**src/rtl/seq_det_prog.sv**
```systemverilog
// ---------------------------------------------------------------------------
// seq_det_prog
//   Runtime-programmable serial pattern detector. One bit of x is sampled per
//   enabled clock. z pulses for one cycle when the newest plen bits equal the
//   low plen bits of the loaded pattern. Overlapping and non-overlapping
//   detection are chosen per cycle with `overlap`.
//
//   Optional feature macro: SEQDET_MATCH_CNT_EN
//     When it is defined, a saturating match counter drives match_cnt.
//     When it is undefined, match_cnt is tied to zero and no counter exists.
//
// Ports
//   clk        in   rising-edge clock
//   rst        in   asynchronous active-high reset
//   en         in   sample enable
//   x          in   serial data bit
//   overlap    in   1 = overlapping detection, 0 = restart after a match
//   cfg_load   in   strobe: latch cfg_pat / cfg_len (wins over en)
//   cfg_pat    in   pattern; bit [len-1] arrives first, bit [0] arrives last
//   cfg_len    in   pattern length (valid range 1..MAX_LEN)
//   z          out  registered one-cycle match pulse
//   cfg_err    out  active configuration has an invalid length
//   match_cnt  out  saturating match count (zero without the macro)
// ---------------------------------------------------------------------------
module seq_det_prog #(
  parameter int                 MAX_LEN = 8,
  parameter int                 LEN_W   = $clog2(MAX_LEN + 1),
  parameter int                 CNT_W   = 8,
  parameter logic [MAX_LEN-1:0] DEF_PAT = 8'b0000_0110,
  parameter int                 DEF_LEN = 4
) (
  input  logic               clk,
  input  logic               rst,
  input  logic               en,
  input  logic               x,
  input  logic               overlap,
  input  logic               cfg_load,
  input  logic [MAX_LEN-1:0] cfg_pat,
  input  logic [LEN_W-1:0]   cfg_len,
  output logic               z,
  output logic               cfg_err,
  output logic [CNT_W-1:0]   match_cnt
);

  localparam logic [LEN_W-1:0] LEN_MAX_C = LEN_W'(MAX_LEN);
  localparam logic [LEN_W-1:0] LEN_DEF_C = LEN_W'(DEF_LEN);
  localparam logic             ERR_DEF_C = (DEF_LEN == 0) || (DEF_LEN > MAX_LEN);

  // Mask selecting the low `len` bits of a MAX_LEN-wide vector. Built bit by
  // bit so that len == MAX_LEN needs no shift wider than the vector.
  function automatic logic [MAX_LEN-1:0] len_mask(input logic [LEN_W-1:0] len);
    logic [MAX_LEN-1:0] m;
    m = {MAX_LEN{1'b0}};
    for (int i = 0; i < MAX_LEN; i++) begin
      m[i] = (i < int'(len));
    end
    return m;
  endfunction

  // A length is usable only inside 1..MAX_LEN.
  function automatic logic len_invalid(input logic [LEN_W-1:0] len);
    return (len == {LEN_W{1'b0}}) || (len > LEN_MAX_C);
  endfunction

  logic [MAX_LEN-1:0] r_pat;
  logic [LEN_W-1:0]   r_plen;
  logic [MAX_LEN-1:0] r_hist;
  logic [LEN_W-1:0]   r_fill;
  logic               r_z;
  logic               r_err;

  logic [MAX_LEN-1:0] w_nh;
  logic [LEN_W-1:0]   w_nf;
  logic               w_hit;
  logic               w_run;

  logic [MAX_LEN-1:0] w_pat_n;
  logic [LEN_W-1:0]   w_plen_n;
  logic [MAX_LEN-1:0] w_hist_n;
  logic [LEN_W-1:0]   w_fill_n;
  logic               w_z_n;
  logic               w_err_n;

  // Candidate history/fill if x were shifted in, and the match decision on it.
  always_comb begin
    w_nh  = {r_hist[MAX_LEN-2:0], x};
    if (r_fill >= LEN_MAX_C) begin
      w_nf = LEN_MAX_C;
    end else begin
      w_nf = r_fill + LEN_W'(1);
    end
    // Upper pattern bits beyond plen are masked away before comparing.
    w_hit = (w_nf >= r_plen) &&
            (((w_nh ^ r_pat) & len_mask(r_plen)) == {MAX_LEN{1'b0}});
    // A bit is really consumed only when no load, no error and enabled.
    w_run = !cfg_load && !r_err && en;
  end

  // Next-state selection in priority order: load, error, idle, run.
  always_comb begin
    w_pat_n  = r_pat;
    w_plen_n = r_plen;
    w_hist_n = r_hist;
    w_fill_n = r_fill;
    w_z_n    = 1'b0;
    w_err_n  = r_err;
    if (cfg_load) begin
      w_pat_n  = cfg_pat;
      w_plen_n = cfg_len;
      w_hist_n = {MAX_LEN{1'b0}};
      w_fill_n = {LEN_W{1'b0}};
      w_err_n  = len_invalid(cfg_len);
    end else if (r_err) begin
      // Locked out until a valid load; history is frozen.
      w_z_n = 1'b0;
    end else if (!en) begin
      w_z_n = 1'b0;
    end else if (w_hit) begin
      w_z_n = 1'b1;
      if (overlap) begin
        w_hist_n = w_nh;
        w_fill_n = w_nf;
      end else begin
        // Non-overlapping: the matched bits may not start another match.
        w_hist_n = {MAX_LEN{1'b0}};
        w_fill_n = {LEN_W{1'b0}};
      end
    end else begin
      w_hist_n = w_nh;
      w_fill_n = w_nf;
    end
  end

  // Configuration, history and output pulse registers.
  always_ff @(posedge clk or posedge rst) begin
    if (rst) begin
      r_pat  <= DEF_PAT;
      r_plen <= LEN_DEF_C;
      r_hist <= {MAX_LEN{1'b0}};
      r_fill <= {LEN_W{1'b0}};
      r_z    <= 1'b0;
      r_err  <= ERR_DEF_C;
    end else begin
      r_pat  <= w_pat_n;
      r_plen <= w_plen_n;
      r_hist <= w_hist_n;
      r_fill <= w_fill_n;
      r_z    <= w_z_n;
      r_err  <= w_err_n;
    end
  end

  assign z       = r_z;
  assign cfg_err = r_err;

`ifdef SEQDET_MATCH_CNT_EN
  logic [CNT_W-1:0] r_match_cnt;

  // Saturating match counter, cleared by every configuration load.
  always_ff @(posedge clk or posedge rst) begin
    if (rst) begin
      r_match_cnt <= {CNT_W{1'b0}};
    end else if (cfg_load) begin
      r_match_cnt <= {CNT_W{1'b0}};
    end else if (w_run && w_hit && (r_match_cnt != {CNT_W{1'b1}})) begin
      r_match_cnt <= r_match_cnt + CNT_W'(1);
    end else begin
      r_match_cnt <= r_match_cnt;
    end
  end

  assign match_cnt = r_match_cnt;
`else
  assign match_cnt = {CNT_W{1'b0}};

  // w_run only feeds the counter; fold it into a harmless unused sink.
  logic w_unused;
  assign w_unused = w_run;
`endif

endmodule

```
**config.mk**
```make
export PLATFORM = sky130hd
export DESIGN_NAME = seq_det_prog
export DESIGN_NICKNAME = d
export VERILOG_FILES = /design/src/rtl/seq_det_prog.sv
export SDC_FILE = /design/constraint.sdc
export NUM_CORES = 1
export LEC_CHECK = 0
export CELL_PAD_IN_SITES_DETAIL_PLACEMENT = 0
export CELL_PAD_IN_SITES_GLOBAL_PLACEMENT = 2
export CORE_MARGIN = 2
export CORE_UTILIZATION = 31
export DETAILED_ROUTE_END_ITERATION = 8
export PLACE_DENSITY = 0.84
export SYNTH_ARGS = -nofsm -noshare
export SYNTH_HDL_FRONTEND = slang
export SYNTH_SLANG_ARGS = --single-unit
```
**constraint.sdc**
```tcl
create_clock -name clk -period 1.92 [get_ports clk]
set_input_delay 0.288 -clock clk [delete_from_list [all_inputs] [get_ports clk]]
set_output_delay 0.288 -clock clk [all_outputs]
set_load 0.02 [all_outputs]
```
==> impl_metrics.py, run 1 <==
metrics = {
    "cts": {
        "cts_tree": "yes",
        "clk_latency_ns": 0.28,
        "clockRootBuffer": "clkbuf_8",
        "clock-sinks": 25,
        "clkSlewWorstSetupHoldPaths_ns": 0.10,
        "h-tree-depth": 1,
        "cts_buffers": 3,
        "clk_path_buf_depth": 2,
    },
    "logic_synthesis": {
        "synth_cell_types": 37,
        "ys_top_cells_by_area": "dfrtp_1 34%, a2111oi_2 8.3%, a311oi_1 5.9%",
        "synth_top_cells_by_count": "22 x dfrtp_1, 11 x a311oi_1, 9 x a2111oi_2, 9 x xnor2_1",
        "yosys.cell_count.top_type": "dfrtp_1",
        "synth_area_leader_cell": "dfrtp_1",
        "synth_area_sq_mm": 0.00163,
        "async_reset_ff_frac": 1.00,
        "synth_edf_count": 0,
        "postSynthCellCount": 149,
        "ys_seq_area_frac": 0.386,
        "ys.flop_type": "dfrtp_1",
        "yosys_warnings": 0,
        "ys_ff_latch": 25,
        "yosysTopAreaCellShare": 0.338,
        "synth.avg_cell_area_sq_um": 10.9,
    },
    "sta": {
        "final.period_utilization": 1.12,
        "slew_violations": 0,
        "fin_tns_setup_ns": -2.42,
        "worstMarginPinSlew_ns": 1.11,
        "post-route-min-period_ns": 2.15,
        "max_freq_mhz": 464,
        "fin_hold_ws_ns": 0.358,
        "clock_skew_ns": 0.0106,
        "final_hold_viol_count": 0,
        "worst_slack_ns": -0.233,
        "setup_violations": 12,
        "rsz0062_at_grt": "yes",
        "relSlewSlack": 0.259,
    },
    "detailed_routing": {
        "wl_per_cell_microns": 16.1,
        "ant_nets": 0,
        "first_iter_violations": 46,
        "firstDrtPassIters": 4,
        "via_count": 1264,
        "viasPerCell": 5.06,
        "drc": 0,
        "drt_wl_total_mm": 4.03,
    },
    "power_and_ir_drop": {
        "leakage_nw": 0.852,
        "combinationalPowerShare": 0.336,
        "power_density_mw_per_mm2": 620,
        "pwr-share-clk": 0.235,
        "ir_drop_uv": 282,
        "power.internal_mw": 0.924,
        "p_seq_frac": 0.429,
        "p_sw_mw": 0.467,
        "switching_share": 0.336,
    },
    "min_path": {
        "hold_class": "primary input to asynchronous set/reset pin",
    },
    "die": {
        "die_w_microns": 76.5,
        "fp.dieH_microns": 76.5,
        "initial_core_util": 0.319,
        "core_sq_mm": 0.00511,
        "ios": 28,
        "design.die.area_sq_mm": 0.00586,
        "rows": 26,
    },
    "placement": {
        "dpl_worst_slack_ns": -0.558,
        "dp.cells": 244,
        "gp_congestion": 0.789,
        "portBuffers": 19,
        "placed_area_sq_mm": 0.00199,
        "dp_hpwl_mm": 2.74,
    },
    "finish": {
        "multiInputGateArea_sq_mm": 0.00106,
        "n_antenna_cell": 0,
        "register_area_sq_um": 632,
        "fin_nets": 205,
        "areaGrowthSynthToFinish_pct": 37.6,
        "drive_above_1_share": 0.361,
        "num-fill-cells": 503,
        "layout.cells.non_filler": 250,
        "final_cell_area_sq_mm": 0.00224,
    },
    "worst_setup_path": {
        "critPathKind": "register to register",
        "path_max_fanout": 6,
        "cp.required_ns": 2.10,
        "crit_path_start_kind": "register",
        "end_kind": "register",
        "timing.critical_path.arrival_ns": 2.33,
    },
    "global_routing": {
        "grt_first_pass_wirelength_mm": 6.38,
        "grt_use_met2": 0.219,
        "antenna_found_initial": 0,
        "grt_max_degree": 30,
        "gr-total-overflow": 0,
        "grt_usage": 0.135,
        "grt_use_met3": 0.0344,
        "grt_pass1_vias": 1339,
        "top_usage_layer": "met2",
        "grtUsageMet1": 0.173,
    },
    "flow_run": {
        "drv_cap": 0,
    },
    "run_status": {
        "run_status": "finished, violations left",
        "violations": "setup timing",
    },
}
==> stage by stage <==
step,util,total power [mW]
after global placement,0.390,0.972
after CTS,0.401,1.32
after detailed placement,0.390,0.983
after global routing,0.439,1.46
after floorplan,-,0.874
final,0.439,1.39
==> cells in the final DEF, fill, tap and decap left out, drive strengths merged, types with 7 or more instances in the layout <==
cell	Yosys	routed
nor2	7	7
mux2	8	8
dfrtp	22	22
inv	8	8
conb	1	8
a2111oi	11	11
mux2i	7	7
buf	12	18
clkdlybuf4s50	0	19
xnor2	9	9
a311oi	11	11
==> registers in the layout, indices dropped and copies added, names as in the netlist <==
register,cells
r_pat,8
r_hist,7
z,1
r_fill,4
cfg_err,1
r_plen,4
==> power by group through the flow <==
stage	registers [mW]	logic [mW]	clock network (mW)
6_report	0.597	0.467	0.327
5_1_grt	0.602	0.501	0.357
4_1_cts	0.594	0.387	0.339
3_5_place_dp	0.604	0.379	0
3_3_place_gp	0.602	0.371	0
2_1_floorplan	0.601	0.273	0
==> cells by family (layout without fill, tap and decap cells) <==
kind of cell             count (synthesis)  after routing  share of synthesized area
XOR/XNOR                                10             10                     0.0537
AND/OR/NAND/NOR                         24             24                     0.0745
flip-flops                              25             25                      0.386
adder cells (fa/ha/maj)                  6              6                     0.0460
AO/OA/AOI/OAI                           42             42                      0.246
buffers and inverters                   26             50                     0.0936
other                                    1              8                    0.00230
multiplexers                            15             15                     0.0982
==> critical path, cell delays in order (launching register included) <==
cell and delay (ns):
dfrtp_2 0.45, ha_4 0.18, xnor2_2 0.13, nor2_1 0.11
ha_1 0.24, o21a_1 0.21, nor2_4 0.16, clkbuf_16 0.19
a2111oi_2 0.05, a311oi_1 0.33
==> repair_timing <==
action                                  4_1_cts  5_1_grt
pin swaps                                     1       20
endpoints found under the setup margin       12       12
gates resized for setup                       5       24
hold buffers                                  0        0
gates cloned                                  0        1
buffers inserted                              0        1
==> final timing paths <==
| check | depth (start not counted) | to | slack [ns] | startpoint |
|---|---|---|---|---|
| setup / recovery | 9 | r_fill[2] | -0.23 | r_fill[1] |
| hold reg to reg | 1 | r_pat[7] | 0.54 | r_pat[7] |
| setup reg to reg | 9 | r_fill[2] | -0.23 | r_fill[1] |
| hold / removal | 3 | r_hist[3] | 0.36 | rst |
| min in group clk | 1 | r_pat[7] | 0.54 | r_pat[7] |
| max in group asynchronous | 3 | r_pat[2] | 1.26 | rst |
==> per-layer routing <==
| layer | part of all wire | up-vias |
|---|---|---|
| met2 | 0.50 | 26 |
| met4 | 0.0084 | 0 |
| met3 | 0.036 | 4 |
| met1 | 0.45 | 629 |
| met5 | 0 | - |
| li1 | - | 605 |
==> area by class of cell <==
class / count / share of cell area
multi-input cells: 105 / 0.474
clock buffers: 4 / 0.0201
inverters: 8 / 0.0134
repair buffers: 38 / 0.172
flip-flops and latches: 25 / 0.282
well taps: 70 / 0.0390
(Power assumes the default switching activity.)
==> inputs of run 2 (changes only) <==
- CAP_MARGIN: not set -> 40
- PLACE_DENSITY: 0.84 -> 0.72
==> run 2 against run 1 <==
Against the previous run: the flow still finishes with violations (setup timing); clock-buffer cell count is the same; clock skew shrank 0.0036 ns; sequential power shrank 1%; via count shrank 0.40%; first-iteration DRC count shrank 15%; maximum frequency shrank 1.3%; critical path depth is the same; worst setup slack lost 0.027 ns; register-to-register slack lost 0.03 ns; cell area grew 0.67%; core utilization grew 0.29 points; critical path type unchanged; highest routed layer unchanged.
==> impl_metrics.py, run 2 (synthesis gave the netlist of run 1 again) <==
metrics = {
    "sta": {
        "relSlewSlack": 0.442,
        "setup_violations": 12,
        "final_hold_viol_count": 0,
        "rsz0062_at_grt": "yes",
        "worstMarginPinSlew_ns": 0.837,
        "slew_violations": 0,
        "fin_tns_setup_ns": -2.09,
        "clock_skew_ns": 0.00697,
        "final.period_utilization": 1.14,
        "worst_slack_ns": -0.260,
        "max_freq_mhz": 459,
        "post-route-min-period_ns": 2.18,
    },
    "placement": {
        "gp_congestion": 0.739,
        "dp_hpwl_mm": 2.79,
        "portBuffers": 19,
        "placed_area_sq_mm": 0.00199,
    },
    "cts": {
        "clockRootBuffer": "clkbuf_8",
        "cts_tree": "yes",
        "h-tree-depth": 1,
        "clk_path_buf_depth": 2,
        "cts.hold.buffers_added": 0,
        "cts_buffers": 3,
        "clkSlewWorstSetupHoldPaths_ns": 0.09,
        "clock-sinks": 25,
        "clk_latency_ns": 0.27,
    },
    "worst_setup_path": {
        "path_max_fanout": 6,
        "timing.critical_path.arrival_ns": 2.33,
        "cp.required_ns": 2.07,
        "r2r_start": "r_fill[1]",
        "critPathKind": "register to register",
        "crit_path_start_kind": "register",
        "crit_start": "r_fill[1]",
        "end_kind": "register",
    },
    "global_routing": {
        "antenna_found_initial": 0,
        "grt_max_degree": 30,
        "gr-total-overflow": 0,
        "grt_usage": 0.139,
        "grt_first_pass_wirelength_mm": 6.55,
        "grt_pass1_vias": 1343,
    },
    "die": {
        "core_sq_mm": 0.00511,
        "die_w_microns": 76.5,
        "ios": 28,
        "fp.dieH_microns": 76.5,
        "initial_core_util": 0.319,
        "rows": 26,
        "design.die.area_sq_mm": 0.00586,
    },
    "finish": {
        "final_cell_area_sq_mm": 0.00226,
        "regMostFlops": "r_pat",
        "num-fill-cells": 499,
        "largest_reg_flops": 8,
        "final_common_cell": "dfrtp_1",
        "final_cell_mix": "22 x dfrtp_1, 19 x clkdlybuf4s50_1, 16 x buf_4",
        "final_core_util": 0.442,
        "n_antenna_cell": 0,
        "areaGrowthSynthToFinish_pct": 38.5,
        "fin_nets": 205,
        "drive_above_1_share": 0.339,
        "reg_top3": "r_pat x8, r_hist x7",
    },
    "flow_run": {
        "drv_cap": 0,
    },
    "detailed_routing": {
        "ant_nets": 0,
        "drt_wl_total_mm": 3.99,
        "wl_per_cell_microns": 15.9,
        "firstDrtPassIters": 4,
        "viasPerCell": 5.04,
        "drc": 0,
        "via_count": 1259,
        "first_iter_violations": 39,
    },
    "power_and_ir_drop": {
        "leakage_nw": 0.849,
        "combinationalPowerShare": 0.346,
        "pwr-share-clk": 0.225,
        "p_seq_frac": 0.429,
        "p_sw_mw": 0.462,
        "power.internal_mw": 0.919,
        "ir_drop_uv": 272,
        "switching_share": 0.334,
        "power_density_mw_per_mm2": 611,
    },
    "min_path": {
        "hold_class": "primary input to asynchronous set/reset pin",
    },
    "run_status": {
        "violations": "setup timing",
        "run_status": "finished, violations left",
    },
}
run 2: cell count changes in the layout (fill, tap and decap cells not counted), moves of 2 or more:
cell | before | now
a2111oi_2 | 3 | 0
nor3_1 | 3 | 5
a311oi_2 | 2 | 6
dfrtp_1 | 20 | 22
buf_4 | 13 | 16
dfrtp_2 | 2 | 0
buf_6 | 3 | 0
a2111oi_4 | 8 | 11
a311oi_1 | 9 | 5
run 2: area by class of cell:
type	instances	area, sq um	share of cell area
tap	70	87.6	0.0388
clock buffer	4	45.0	0.0199
inverter	8	30.0	0.0133
sequential	25	629	0.279
multi-input combinational	105	1090	0.483
timing repair buffer	38	375	0.166
run 2: final timing paths:
| path | to | slack [ns] | depth (start not counted) |
|---|---|---|---|
| setup / recovery | r_fill[3] | -0.26 | 9 |
| hold / removal | r_pat[4] | 0.40 | 3 |
| setup reg to reg | r_fill[3] | -0.26 | 9 |
| hold reg to reg | r_pat[6] | 0.54 | 1 |
| max in group asynchronous | r_plen[2] | 1.23 | 3 |
| min in group clk | r_pat[6] | 0.54 | 1 |
run 2: routing by layer:
layer,vias to the layer above,part of all wire,global-route usage
met5,-,0,0
met4,0,0.0085,0.0491
met3,2,0.018,0.0166
met2,15,0.50,0.239
met1,642,0.48,0.181
li1,600,-,-
run 2: worst max-delay path, cell delays in order, from the launching register on:
cell and delay (ns):
dfrtp_1 0.40, ha_2 0.20, xnor2_2 0.13, nor2_1 0.12, ha_1 0.24, o21a_1 0.22, nor2_4 0.16, clkbuf_16 0.19
a2111oi_4 0.04, a311oi_1 0.35
run 2: stage by stage:
step           hold WS (ns)  setup slack, ns  std cells  total power [mW]
6_report              0.400           -0.260        250              1.38
5_1_grt               0.433           -0.400        250              1.46
4_1_cts               0.412           -0.229        249              1.31
3_5_place_dp          0.527           -0.284        244             0.989
3_3_place_gp          0.513           -0.402        243             0.978
2_1_floorplan         0.313          -0.0525        156             0.874
run 2: timing repair:
| item | 4_1_cts | 5_1_grt |
|---|---|---|
| buffers inserted | 1 | 0 |
| setup endpoints to repair | 12 | 12 |
| gates resized for setup | 4 | 19 |
| pin swaps | 3 | 20 |
| gates cloned | 0 | 1 |
run 2: power by group through the flow:
stage / Sequential (mW) / Clock [mW] / Combinational, mW
5_1_grt: 0.597 / 0.353 / 0.512
4_1_cts: 0.592 / 0.325 / 0.395
3_5_place_dp: 0.602 / 0 / 0.388
3_3_place_gp: 0.601 / 0 / 0.378
2_1_floorplan: 0.601 / 0 / 0.273
6_report: 0.591 / 0.311 / 0.478
==> inputs of run 3 (changes only) <==
- CORE_UTILIZATION: 31 -> 24
- PLACE_DENSITY: 0.72 -> 0.58
==> run 3 against run 2 <==
Against the previous run: the flow still finishes with violations (setup timing); hold slack worse by 0.046 ns; maximum frequency is 4.8% higher; cell count is 5.6% higher; sequential share of layout area is 0.78 points higher; critical path depth stayed put; die area is 28% higher; clock power is 8.0% higher; routed wire length is 5.2% higher; worst setup slack better by 0.10 ns; global-route usage is 2.0 points lower; via count is 0.95% higher; combinational power is 5.4% lower; critical endpoint is now r_hist[3].
==> impl_metrics.py, run 3 (synthesis gave the netlist of run 1 again) <==
metrics = {
    "worst_setup_path": {
        "crit_path_start_kind": "register",
        "critPathKind": "register to register",
        "critPathSlowestCell": "dfrtp_1",
        "cpPeakStageDelay_ns": 0.41,
        "timing.critical_path.arrival_ns": 2.26,
        "path_cells": "ha_2 > xnor2_2 > nor2_2 > ha_4 > o21a_1 > nor2_4 > buf_12 > a2111oi_4 > a311oi_1",
        "path_max_fanout": 6,
        "cp.required_ns": 2.09,
        "end_kind": "register",
    },
    "cts": {
        "clockRootBuffer": "clkbuf_8",
        "h-tree-depth": 1,
        "clk_latency_ns": 0.28,
        "clkSlewWorstSetupHoldPaths_ns": 0.10,
        "clk_path_buf_depth": 2,
        "cts_buffers": 3,
        "cts_tree": "yes",
        "clock-sinks": 25,
    },
    "finish": {
        "multiInputGateArea_sq_um": 970,
        "areaGrowthSynthToFinish_pct": 34.8,
        "reg_top3": "r_pat x8, r_hist x7",
        "largest_reg_flops": 8,
        "final_common_cell": "dfrtp_1",
        "register_area_sq_um": 629,
        "final_core_util": 0.329,
        "fin_nets": 209,
        "num-fill-cells": 677,
        "regMostFlops": "r_pat",
        "layout.cells.non_filler": 264,
        "n_antenna_cell": 0,
        "drive_above_1_share": 0.353,
        "final_cell_mix": "22 x dfrtp_1, 19 x clkdlybuf4s50_1, 18 x buf_4",
    },
    "sta": {
        "rsz0062_at_grt": "yes",
        "worstMarginPinSlew_ns": 0.624,
        "relSlewSlack": 0.583,
        "post-route-min-period_ns": 2.08,
        "final_hold_viol_count": 0,
        "slew_violations": 0,
        "setup_violations": 12,
        "clock_skew_ns": 0.00503,
        "worst_slack_ns": -0.161,
        "max_freq_mhz": 481,
        "final.period_utilization": 1.08,
    },
    "placement": {
        "gp_congestion": 0.767,
        "portBuffers": 19,
        "dp.cells": 259,
        "dp_hpwl_mm": 2.96,
    },
    "run_status": {
        "run_status": "finished, violations left",
        "violations": "setup timing",
    },
    "global_routing": {
        "antenna_found_initial": 0,
        "grt_first_pass_wirelength_mm": 7.09,
        "grt_max_degree": 30,
        "grt_pass1_vias": 1379,
        "gr-total-overflow": 0,
        "grt_usage": 0.120,
    },
    "die": {
        "design.die.area_sq_mm": 0.00747,
        "rows": 30,
        "core_sq_mm": 0.00668,
        "initial_core_util": 0.244,
        "ios": 28,
        "fp.dieH_microns": 86.4,
        "die_w_microns": 86.4,
    },
    "detailed_routing": {
        "viasPerCell": 4.81,
        "via_count": 1271,
        "drt_wl_total_mm": 4.19,
        "wl_per_cell_microns": 15.9,
        "ant_nets": 0,
        "firstDrtPassIters": 4,
        "wl_met1_mm": 2.05,
        "met2WireLength_mm": 2.00,
        "routed-wl-met3_microns": 137,
        "first_iter_violations": 88,
        "top_layer_used": "met4",
        "drc": 0,
    },
    "power_and_ir_drop": {
        "total_power_mw": 1.38,
        "leakage_nw": 0.867,
        "power_density_mw_per_mm2": 628,
        "ir_drop_uv": 289,
    },
    "flow_run": {
        "drv_cap": 0,
    },
    "min_path": {
        "hold_class": "primary input to asynchronous set/reset pin",
    },
}
==> run 3: critical path, delay by kind of cell (launching register included) <==
| family | cells | cell delay [ns] |
|---|---|---|
| simple gates | 2 | 0.31 |
| fa+ha+maj | 2 | 0.41 |
| buf+inv | 1 | 0.16 |
| compound gates | 3 | 0.55 |
| flops | 1 | 0.41 |
| xor+xnor | 1 | 0.14 |
==> run 3: path summary, 6_finish.rpt <==
kind	end	cells after the start	from	slack, ns
hold / removal	r_pat[4]	3	rst	0.35
hold reg to reg	r_pat[4]	1	r_pat[4]	0.54
max in group asynchronous	r_plen[2]	3	rst	1.26
min in group clk	r_pat[4]	1	r_pat[4]	0.54
setup / recovery	r_hist[3]	9	r_fill[1]	-0.16
setup reg to reg	r_hist[3]	9	r_fill[1]	-0.16
==> run 3: area by class of cell <==
type | instances | area share
clock buffers | 3 | 0.0188
flip-flops and latches | 25 | 0.286
inverters | 8 | 0.0137
clock inverters | 1 | 0.00228
repair buffers | 42 | 0.192
well taps | 80 | 0.0456
multi-input cells | 105 | 0.441
==> run 3: where the power goes <==
group          switching [mW]  total, mW  internal [mW]
Clock                   0.190      0.336          0.146
Combinational           0.241      0.452          0.211
Sequential             0.0285      0.591          0.562
==> run 3: stage by stage <==
step	setup TNS (ns)	hold WS, ns	instance area [sq um]	worst slack, ns
6_report	-1.67	0.353	2200	-0.161
5_1_grt	-2.73	0.412	2200	-0.249
4_1_cts	-2.07	0.367	2110	-0.213
3_5_place_dp	-2.26	0.525	2060	-0.226
3_3_place_gp	-4.26	0.513	2040	-0.445
2_1_floorplan	-0.469	0.313	1690	-0.0525
==> run 3: metal layers <==
layer / GRT usage / up-vias
met5: 0 / -
met4: 0.0128 / 0
met3: 0.0276 / 2
met2: 0.189 / 22
met1: 0.173 / 636
li1: - / 611
==> run 3: timing repair <==
| item | in CTS | in global routing |
|---|---|---|
| gates resized for setup | 3 | 11 |
| setup endpoints to repair | 12 | 12 |
| pin swaps | 1 | 8 |
| buffers inserted | 0 | 0 |
| cloned | 0 | 1 |
| hold buffers | 0 | 0 |
